--- config.mk ---
export PLATFORM = sky130hd
export DESIGN_NAME = jtcop_objdma
export DESIGN_NICKNAME = d
export VERILOG_FILES = /design/src/rtl/jtcop_objdma.sv
export SDC_FILE = /design/constraint.sdc
export NUM_CORES = 1
export LEC_CHECK = 0
export BUFFER_PORTS_ARGS = -buffer_cell sky130_fd_sc_hd__buf_2
export CORE_AREA = 2 2 79 81
export CTS_CLUSTER_DIAMETER = 50
export DETAILED_ROUTE_END_ITERATION = 6
export DIE_AREA = 0 0 81 83
export PLACE_DENSITY = 0.78
export SETUP_SLACK_MARGIN = 0.3
export SYNTH_ARGS = -nofsm -noshare
export SYNTH_HDL_FRONTEND = slang
export SYNTH_SLANG_ARGS = --single-unit
--- constraint.sdc ---
create_clock -name clk -period 2.9 [get_ports clk]
set_clock_uncertainty 0.15 [all_clocks]
set_input_delay 0.58 -clock clk [delete_from_list [all_inputs] [get_ports clk]]
set_output_delay 0.58 -clock clk [all_outputs]
set_load 0.02 [all_outputs]
--- src/rtl/jtcop_objdma.sv ---
// Object RAM copy DMA: takes the 68000 bus through BR/BG/BGACK and streams
// LEN words from the object RAM window into the line buffer shadow RAM.
module jtcop_objdma #(
  parameter logic [22:0] SRC_ADDR = 23'h18_4000,
  parameter int          LEN      = 1024,
  parameter logic [7:0]  TOUT     = 8'd255
) (
  input  logic        rst,
  input  logic        clk,
  input  logic        cen,
  input  logic        copy,
  input  logic        cpu_asn,
  output logic        BRn,
  input  logic        BGn,
  output logic        BGACKn,
  output logic        ASn,
  output logic        UDSn,
  output logic        LDSn,
  output logic        RnW,
  output logic [22:0] A,
  input  logic [15:0] din,
  input  logic        DTACKn,
  output logic [10:0] buf_addr,
  output logic [15:0] buf_dout,
  output logic        buf_we,
  output logic        busy,
  output logic        tout_err
);
  localparam logic [2:0] IDLE  = 3'd0;
  localparam logic [2:0] REQ   = 3'd1;
  localparam logic [2:0] ADDR  = 3'd2;
  localparam logic [2:0] STRB  = 3'd3;
  localparam logic [2:0] WAIT  = 3'd4;
  localparam logic [2:0] LATCH = 3'd5;
  localparam logic [2:0] DONE  = 3'd6;

  localparam logic [10:0] LAST = 11'(LEN - 1);

  logic [2:0]  state;
  logic [10:0] cnt;
  logic [7:0]  tcnt;
  logic [7:0]  tcnt_inc;
  logic        pending;
  logic        strb_n;

  assign tcnt_inc = tcnt + 8'd1;
  assign ASn      = strb_n;
  assign UDSn     = strb_n;
  assign LDSn     = strb_n;
  assign RnW      = 1'b1;
  // One clk wide because it is qualified by the same cen that leaves LATCH
  assign buf_we   = cen && (state == LATCH);

  always_ff @(posedge clk or posedge rst) begin
    if (rst) begin
      state    <= IDLE;
      cnt      <= '0;
      tcnt     <= '0;
      pending  <= 1'b0;
      BRn      <= 1'b1;
      BGACKn   <= 1'b1;
      strb_n   <= 1'b1;
      A        <= SRC_ADDR;
      buf_addr <= '0;
      buf_dout <= '0;
      busy     <= 1'b0;
      tout_err <= 1'b0;
    end else begin
      // The request may land between cen ticks, so it is captured on every clk
      if (state == IDLE && copy) pending <= 1'b1;
      if (cen) begin
        case (state)
          IDLE: if (pending) begin
            pending  <= 1'b0;
            busy     <= 1'b1;
            tout_err <= 1'b0;
            BRn      <= 1'b0;
            state    <= REQ;
          end
          REQ: if (!BGn && cpu_asn && DTACKn) begin
            BGACKn <= 1'b0;
            BRn    <= 1'b1;
            state  <= ADDR;
          end
          ADDR: begin
            A     <= SRC_ADDR + {12'd0, cnt};
            state <= STRB;
          end
          STRB: begin
            strb_n <= 1'b0;
            tcnt   <= '0;
            state  <= WAIT;
          end
          WAIT: begin
            tcnt <= tcnt_inc;
            if (!DTACKn) begin
              buf_dout <= din;
              buf_addr <= cnt;
              state    <= LATCH;
            end else if (tcnt_inc == TOUT) begin
              buf_dout <= 16'hFFFF;
              buf_addr <= cnt;
              tout_err <= 1'b1;
              state    <= LATCH;
            end
          end
          LATCH: begin
            strb_n <= 1'b1;
            cnt    <= cnt + 11'd1;
            state  <= (cnt == LAST) ? DONE : ADDR;
          end
          DONE: begin
            BGACKn <= 1'b1;
            busy   <= 1'b0;
            A      <= SRC_ADDR;
            cnt    <= '0;
            state  <= IDLE;
          end
          default: state <= IDLE;
        endcase
      end
    end
  end
endmodule

==> flow_summary_export.csv, run 1 <==
group,metric,value,unit
layout,fin_nets,359,
drt,vias,2255,
cts,cts_hold_buf,0,
cts,cts_htree_levels,3,
floorplanning,chipHeight,83,um
setup_path,reg2reg_slack,700,ps
setup_path,crit_type,"reg2out",
power_and_ir_drop,ir_drop,0.000554,V
setup_path,startpoint_type,"register",
run,cap_violations,0,
logic_synthesis,synth.most_common_cell,"dfrtp_1",
timing,fin_ws,497,ps
placed_design,dp_slack,456,ps
logic_synthesis,synth_area_leaders,"dfrtp_1, o22a_1, buf_4",
setup_path,cp_cell_sequence,"inv_1, nor2_1, nand3_1, inv_1, buf_2",
drt,detail_route.wl_per_cell,14.7,um
placed_design,port_buffers,68,
floorplanning,fp-row-count,28,
grt,grt_overflow,0,
min_path,worst_hold_path_type,"in2async",
cts,cts_tree,"yes",
timing,period_share,0.829,
logic_synthesis,seq_area_frac_synth,0.556,
drt,drc,0,
timing,drv_slew,0,
setup_path,cp.depth,5,
timing,fmax,0.416,GHz
setup_path,crit_family,"buffers and inverters",
placed_design,place_inst,396,
setup_path,r2r.worst_path.cells,7,
grt,grt_pass1_vias,2059,
drt,routed_wl,6.07,mm
logic_synthesis,synth-seq-cells,66,
logic_synthesis,yosysWarnings,0,
logic_synthesis,yosys.area.top_type,"dfrtp_1",
timing,worst_pin_slew,498,ps
logic_synthesis,ys_top_cells_by_count,"dfrtp_1, o21ai_0, nor2_1",
grt,grt_pass1_wl,9.84,mm
logic_synthesis,synth_top_area_frac,0.529,
layout,syn2layout_area_growth,20.2,%
floorplanning,core_area,5820,sq um
logic_synthesis,synth-edff-count,0,
grt,grt_max_degree,67,
floorplanning,dieArea,6720,sq um
setup_path,critPathMaxStageDelay,480,ps
layout,post-route-util,0.616,
timing,tns,0,ps
timing,relSlewSlack,0.667,
grt,antenna_found_initial,0,
cts,cts-root-to-sink-buffers,2,
layout,drive_above_1_share,0.322,
floorplanning,start_util,0.512,
timing,setup_violations,0,
logic_synthesis,synth_area_per_cell,11.3,sq um
drt,drtIter0Drc,148,
layout,n_antenna_cell,0,
drt,drt_pass1_iterations,4,
power_and_ir_drop,power_density,878,nW/um^2
setup_path,path_common_cell,"inv_1",
placed_design,gp_congestion,0.818,
setup_path,endpoint_kind,"primary output",
setup_path,worstPathMaxFanout,14,
cts,root_buffer,"clkbuf_8",
setup_path,crit_buf_inv,3,
logic_synthesis,synthArstFlopShare,1.00,
grt,grtUsageTotal,0.190,
cts,cts.sinks,66,
drt,ant_nets,0,
cts,cts.clk_slew.worst_paths,70,ps
logic_synthesis,syn_area,2980,sq um
drt,via_per_inst,5.46,
layout,stdcell_count,413,
setup_path,critPathArrivalTime,1670,ps
placed_design,place_hpwl,4.21,mm
logic_synthesis,yosysUniqueCellTypes,42,
cts,cts_buffers,9,
timing,finalCriticalPeriod,2400,ps
setup_path,worst_path_max_delay_cell,"dfrtp_2",
floorplanning,io_pins,82,
timing,hold_slack,153,ps
power_and_ir_drop,leakage,1.74,nW
floorplanning,die_w,81,um
timing,hold_violations,0,
logic_synthesis,synthCells,263,
setup_path,cp_data_required_time,2170,ps
timing,grt_setup_unrepaired,"false",
cts,clk_latency,340,ps
logic_synthesis,yosys_most_used_dff,"dfrtp_1",
run_status,outcome,"finished clean",
[kinds of logic after synthesis]
family | synth area share
compound gates | 0.169
xor+xnor | 0.0294
fa+ha+maj | 0.0126
buf+inv | 0.0617
flops | 0.556
mux | 0.0466
other cells | 0.00252
simple gates | 0.123
[layout make-up]
cell class / instances / area [sq um]
flip-flops and latches: 66 / 1660
inverters: 5 / 18.8
clock inverters: 4 / 75.1
fillers: 496 / 2230
well taps: 75 / 93.8
clock buffers: 12 / 145
multi-input cells: 177 / 1180
repair buffers: 74 / 410
[sequential cells by signal (all words and copies together) (netlist names)]
| signal | count |
|---|---|
| tout_err | 1 |
| buf_dout | 16 |
| pending | 1 |
| state | 3 |
| tcnt | 8 |
| A | 11 |
| ASn | 1 |
| BRn | 1 |
| busy | 1 |
| buf_addr | 11 |
| cnt | 11 |
| BGACKn | 1 |
[layout by cell type, fill, tap and decap left out, types with 8 or more instances in the layout]
master / instances
a22o_1: 12
buf_2: 68
conb_1: 13
nand3_1: 14
nand2_1: 15
xor2_1: 8
o21ai_0: 19
nor2_1: 17
clkbuf_8: 10
dfrtp_1: 62
o22a_1: 16
[per-layer routing]
layer / wire length [um] / GRT usage
met5: 0 / 0
met4: 76 / 0.0755
met3: 461 / 0.0609
met2: 2860 / 0.288
met1: 2680 / 0.252
[where the power goes]
part / switching, mW / leakage (nW) / internal (mW) / total (mW)
combinational: 0.544 / 0.790 / 0.377 / 0.920
clock: 0.340 / 0.103 / 0.508 / 0.849
sequential: 0.223 / 0.849 / 1.15 / 1.38
total: 1.11 / 1.74 / 2.04 / 3.14
[through the flow]
| stage | instance area (sq um) | total power, mW |
|---|---|---|
| 2_1_floorplan | 3020 | 2.02 |
| 3_3_place_gp | 3340 | 2.27 |
| 3_5_place_dp | 3340 | 2.31 |
| 4_1_cts | 3560 | 3.17 |
| 5_1_grt | 3580 | 3.34 |
| 6_report | 3580 | 3.14 |
[tightest hold or removal path: stages]
cell and delay, ps:
buf_2 100, inv_2 60, buf_12 300
[what timing repair did]
action / 4_1_cts / 5_1_grt
gates resized for setup: 0 / 1
setup endpoints to repair: 0 / 19
setup buffers: 0 / 1
[path summary, 6_finish.rpt]
path | startpoint | end
hold / removal | rst | buf_dout[6]
max in group asynchronous | rst | BRn
setup / recovery | state[0] | buf_we
hold reg to reg | tout_err | tout_err
min in group clk | din[14] | buf_dout[14]
setup reg to reg | tcnt[0] | buf_addr[8]
(Power assumes the default switching activity.)
==> inputs of run 2 (changes only) <==
==> constraint.sdc (replaced) <==
create_clock -name clk -period 2.35 [get_ports clk]
set_clock_uncertainty 0.15 [all_clocks]
set_input_delay 0.47 -clock clk [delete_from_list [all_inputs] [get_ports clk]]
set_output_delay 0.47 -clock clk [all_outputs]
set_load 0.02 [all_outputs]
==> run 2 against run 1 <==
Effect of this change:
- power rose by 22%
- register-to-register slack got worse by 530 ps
- via count grew 3.2%
- global-route usage up 1.4 points
- core utilization grew 3.6 points
- critical path type is now reg2reg
==> flow_summary_export.csv, run 2 (synthesized netlist as in run 1, its figures left out) <==
group,metric,value,unit
run_status,outcome,"finished clean",
cts,cts-root-to-sink-buffers,2,
cts,cts.sinks,66,
setup_path,endpoint_kind,"register",
timing,relSlewSlack,0.453,
timing,finalCriticalPeriod,2180,ps
setup_path,cp_cell_sequence,"ha_4, nand3_4, o21a_1, o2111ai_2, a21oi_4, buf_12, buf_12, mux2_4",
floorplanning,chipHeight,83,um
drt,detail_route.wl_per_cell,15.2,um
grt,grt_max_degree,55,
timing,worst_pin_slew,817,ps
timing,tns,0,ps
layout,n_antenna_cell,0,
layout,layout_common_cells,"buf_2, dfrtp_1, o21ai_0",
timing,grt_setup_unrepaired,"true",
layout,nFillCells,446,
placed_design,port_buffers,68,
floorplanning,io_pins,82,
power_and_ir_drop,leakage,1.82,nW
cts,clk_latency,340,ps
cts,cts_htree_levels,3,
setup_path,startpoint_type,"register",
power_and_ir_drop,ir_drop,0.000604,V
layout,finalInstanceArea,3790,sq um
drt,drt_pass1_iterations,4,
min_path,worst_hold_path_type,"in2reg",
min_path,worstHoldStart,"din[12]",
floorplanning,core_area,5820,sq um
layout,largest_reg_flops,16,
drt,via_per_inst,5.42,
timing,period_share,0.928,
timing,hold_violations,0,
setup_path,critPathArrivalTime,2250,ps
cts,cts_buffers,9,
placed_design,gp_congestion,0.841,
setup_path,reg2reg_slack,170,ps
setup_path,cp_data_required_time,2420,ps
grt,grt_pass1_vias,2236,
grt,grtUsageTotal,0.204,
layout,fin_nets,375,
floorplanning,fp-row-count,28,
layout,top_register,"buf_dout",
drt,vias,2327,
grt,grt_overflow,0,
timing,hold_slack,204,ps
drt,routed_wl,6.52,mm
cts,cts_tree,"yes",
timing,setup_violations,0,
layout,layout_commonest_cell,"buf_2",
layout,drive_above_1_share,0.376,
setup_path,r2r.worst_path.cells,8,
setup_path,worstPathMaxFanout,7,
min_path,hold_end,"buf_dout[12]",
timing,fmax,0.459,GHz
floorplanning,dieArea,6720,sq um
setup_path,timing.rr.start,"tcnt[0]",
setup_path,critPathMaxStageDelay,430,ps
layout,syn2layout_area_growth,27.3,%
timing,drv_slew,0,
run,cap_violations,0,
power_and_ir_drop,power,3.82,mW
power_and_ir_drop,power_density,1010,nW/um^2
setup_path,crit_type,"reg2reg",
setup_path,timing.rr.end,"buf_addr[9]",
cts,root_buffer,"clkbuf_8",
placed_design,place_hpwl,4.07,mm
floorplanning,die_w,81,um
setup_path,path_common_cell,"buf_12",
min_path,whs_path_depth,2,
grt,antenna_found_initial,0,
cts,cts.clk_slew.worst_paths,80,ps
floorplanning,start_util,0.512,
drt,drc,0,
placed_design,post_dp_cell_area,3370,sq um
setup_path,worst_path_max_delay_cell,"dfrtp_1",
drt,ant_nets,0,
layout,post-route-util,0.652,
drt,drtIter0Drc,173,
grt,grt_pass1_wl,10.6,mm
-- run 2: final cells by class --
class                           instances  area, sq um  share of cell area
Sequential cell                        66         1660               0.437
Multi-Input combinational cell        177         1240               0.326
Timing Repair Buffer                   90          609               0.161
Clock buffer                           10          128              0.0337
Tap cell                               75         93.8              0.0247
Clock inverter                          6         43.8              0.0115
Inverter                                5         22.5             0.00594
-- run 2: worst max-delay path: cells and delay by family (launching register included) --
kind | cells | cell delay, ps
flip-flops | 1 | 430
AND/OR/NAND/NOR | 1 | 100
buffers and inverters | 2 | 280
adder cells (fa/ha/maj) | 1 | 190
AO/OA/AOI/OAI | 3 | 620
multiplexers | 1 | 290
-- run 2: repair_timing --
item	CTS	global route
cloned	1	1
setup endpoints to repair	13	28
gates resized for setup	13	5
hold buffers	1	0
pin swaps	3	20
hold endpoints to repair	9	0
buffers inserted	8	5
-- run 2: worst max path at each step --
stage,start,to,slack (ps),depth (start not counted)
6_report,tcnt[0],buf_addr[9],170,8
5_1_grt,tcnt[0],buf_addr[9],100,8
2_1_floorplan,tcnt[0],buf_addr[0],290,7
3_5_place_dp,tcnt[0],buf_addr[10],190,7
3_3_place_gp,tcnt[0],buf_addr[3],260,7
4_1_cts,tcnt[0],buf_addr[9],180,8
-- run 2: routing by layer --
layer	part of all wire	track usage	vias to the layer above
met5	0	0	-
met4	0.023	0.0940	0
met3	0.048	0.0380	14
met2	0.48	0.322	70
met1	0.45	0.271	1144
li1	-	-	1099
-- run 2: metrics by stage --
stage / std cells / setup slack (ps)
final: 429 / 170
after global routing: 429 / 100
after CTS: 423 / 181
after detailed placement: 397 / 186
after global placement: 397 / 263
after floorplan: 274 / 285
-- run 2: where the power goes --
part	switching (mW)	internal, mW	leakage, nW
registers	0.255	1.42	0.847
clock network	0.438	0.382	0.0745
logic	0.750	0.575	0.895
total	1.44	2.38	1.82
==> inputs of run 3 (changes only) <==
--- a/config.mk
+++ b/config.mk
@@ -5,12 +5,13 @@
 export SDC_FILE = /design/constraint.sdc
 export NUM_CORES = 1
 export LEC_CHECK = 0
+export ABC_AREA = 1
 export BUFFER_PORTS_ARGS = -buffer_cell sky130_fd_sc_hd__buf_2
-export CORE_AREA = 2 2 79 81
+export CORE_AREA = 2 2 81 83
 export CTS_CLUSTER_DIAMETER = 50
 export DETAILED_ROUTE_END_ITERATION = 6
-export DIE_AREA = 0 0 81 83
-export PLACE_DENSITY = 0.78
+export DIE_AREA = 0 0 83 85
+export PLACE_DENSITY = 0.79
 export SETUP_SLACK_MARGIN = 0.3
 export SYNTH_ARGS = -nofsm -noshare
 export SYNTH_HDL_FRONTEND = slang
==> run 3 against run 2 <==
Effect of this change:
- non-clock buffer count is 15 lower
- fmax is 10% higher
- worst hold slack worse by 140 ps
- synthesized area is 7.7% higher
- combinational power is 16% higher
- core utilization is 2.6 points lower
- global-route usage is 0.56 points lower
- flip-flop and latch count stayed put
- sequential share of layout area is 1.0 points lower
- cell area is 2.4% higher
- worst setup slack better by 210 ps
- largest cell class unchanged
==> flow_summary_export.csv, run 3 <==
group,metric,value,unit
run_status,outcome,"finished clean",
power_and_ir_drop,power_density,1130,nW/um^2
logic_synthesis,synth.most_common_cell,"nand2_1",
layout,layout_commonest_cell,"nand2_1",
drt,drtIter0Drc,235,
cts,root_buffer,"clkbuf_8",
logic_synthesis,synth_area_leaders,"dfrtp_1, nand2_1, inv_1",
logic_synthesis,synth-edff-count,0,
logic_synthesis,ys_top_cells_by_count,"nand2_1, dfrtp_1, inv_1",
timing,setup_violations,0,
floorplanning,dieArea,7060,sq um
floorplanning,die_w,83,um
floorplanning,start_util,0.517,
timing,tns,0,ps
drt,drt_pass1_iterations,5,
cts,cts_buffers,9,
cts,cts-root-to-sink-buffers,2,
power_and_ir_drop,leakage,1.99,nW
placed_design,place_hpwl,4.82,mm
min_path,worst_hold_path_type,"in2async",
logic_synthesis,seq_area_frac_synth,0.516,
timing,grt_setup_unrepaired,"true",
setup_path,crit_type,"reg2out",
timing,finalCriticalPeriod,1970,ps
grt,antenna_found_initial,0,
cts,cts.clk_slew.worst_paths,60,ps
logic_synthesis,yosys_most_used_dff,"dfrtp_1",
placed_design,dp_slack,239,ps
drt,via_per_inst,5.03,
setup_path,worstPathMaxFanout,7,
cts,cts.sinks,66,
setup_path,endpoint_kind,"primary output",
layout,layout_common_cells,"nand2_1, buf_2, dfrtp_1",
grt,grt_pass1_vias,2407,
floorplanning,core_area,6200,sq um
logic_synthesis,synth_top_area_frac,0.491,
logic_synthesis,syn_area,3210,sq um
cts,cts_hold_buf,0,
cts,clk_latency,340,ps
layout,largest_reg_flops,16,
logic_synthesis,synth-seq-cells,66,
drt,drc,0,
logic_synthesis,yosysUniqueCellTypes,33,
timing,drv_slew,0,
layout,top_register,"buf_dout",
layout,fin_nets,469,
run,cap_violations,0,
setup_path,startpoint_type,"register",
floorplanning,io_pins,82,
timing,fmax,0.506,GHz
grt,grtUsageTotal,0.198,
logic_synthesis,yosysWarnings,0,
cts,cts_htree_levels,3,
drt,routed_wl,6.94,mm
placed_design,port_buffers,68,
floorplanning,fp-row-count,29,
floorplanning,chipHeight,85,um
setup_path,timing.rr.start,"tcnt[0]",
grt,grt_overflow,0,
timing,hold_violations,0,
setup_path,worst_path_max_delay_cell,"dfrtp_2",
logic_synthesis,synthCells,370,
layout,syn2layout_area_growth,21.1,%
logic_synthesis,synth_area_per_cell,8.67,sq um
setup_path,critPathArrivalTime,1350,ps
grt,grt_pass1_wl,11.3,mm
cts,cts_tree,"yes",
setup_path,crit_start,"state[0]",
layout,n_antenna_cell,0,
setup_path,critPathMaxStageDelay,420,ps
drt,detail_route.wl_per_cell,13.2,um
power_and_ir_drop,ir_drop,0.000650,V
logic_synthesis,yosys.area.top_type,"dfrtp_1",
layout,drive_above_1_share,0.321,
logic_synthesis,synthArstFlopShare,1.00,
setup_path,cp_data_required_time,1730,ps
power_and_ir_drop,power,4.38,mW
drt,vias,2639,
setup_path,cp_cell_sequence,"inv_2, nor2_1, inv_1, nor2_4, buf_4",
timing,period_share,0.840,
drt,ant_nets,0,
timing,fin_ws,375,ps
placed_design,gp_congestion,0.899,
grt,grt_max_degree,67,
timing,hold_slack,65.4,ps
run 3: critical path, delay by kind of cell (launching register included):
family / cells / cell delay (ps)
flops: 1 / 420
buf+inv: 3 / 320
simple gates: 2 / 270
run 3: metrics by stage:
step	cells	cell area, sq um	utilization
2_1_floorplan	381	3250	-
3_3_place_gp	506	3550	0.573
3_5_place_dp	506	3550	0.573
4_1_cts	522	3790	0.611
5_1_grt	525	3880	0.626
6_report	525	3880	0.626
run 3: logic make-up (layout without fill, tap and decap cells):
group | after synthesis | count (layout) | synth area share
fa+ha+maj | 3 | 3 | 0.0117
simple gates | 153 | 153 | 0.216
buf+inv | 79 | 146 | 0.120
compound gates | 65 | 65 | 0.128
xor+xnor | 2 | 2 | 0.00546
flops | 66 | 66 | 0.516
other cells | 2 | 13 | 0.00234
run 3: what timing repair did:
item                                    in CTS  in global routing
hold endpoints to repair                     0                  0
endpoints found under the setup margin      26                 30
gates cloned                                 0                  2
gates resized for setup                      2                 12
setup buffers                                0                  1
pin swaps                                    0                  3
run 3: cell type report:
cell class | count | area (sq um)
tap | 77 | 96.3
fill | 533 | 2320
multi-input combinational | 236 | 1240
sequential | 66 | 1660
timing repair buffer | 75 | 455
clock inverter | 4 | 73.8
clock buffer | 12 | 155
inverter | 55 | 210
run 3: layer usage:
metal / wire, um / track usage / vias to the layer above
li1: - / - / 1292
met1: 3070 / 0.265 / 1246
met2: 3370 / 0.324 / 92
met3: 416 / 0.0496 / 9
met4: 79 / 0.0581 / 0
met5: 0 / 0 / -
run 3: path summary, 6_finish.rpt:
| check | endpoint | slack (ps) | cells after the start |
|---|---|---|---|
| worst max register to register | buf_dout[0] | 410 | 11 |
| worst max-delay path | buf_we | 380 | 5 |
| worst min-delay path | tcnt[3] | 70 | 3 |
| min in group clk | buf_dout[15] | 220 | 3 |
| worst min register to register | tout_err | 320 | 2 |
| max in group asynchronous | BRn | 1660 | 3 |
run 3: where the power goes:
| part | total (mW) | internal (mW) | switching [mW] |
|---|---|---|---|
| combinational | 1.54 | 0.537 | 0.999 |
| sequential | 1.77 | 1.50 | 0.276 |
| clock | 1.07 | 0.656 | 0.411 |
| total | 4.38 | 2.69 | 1.69 |
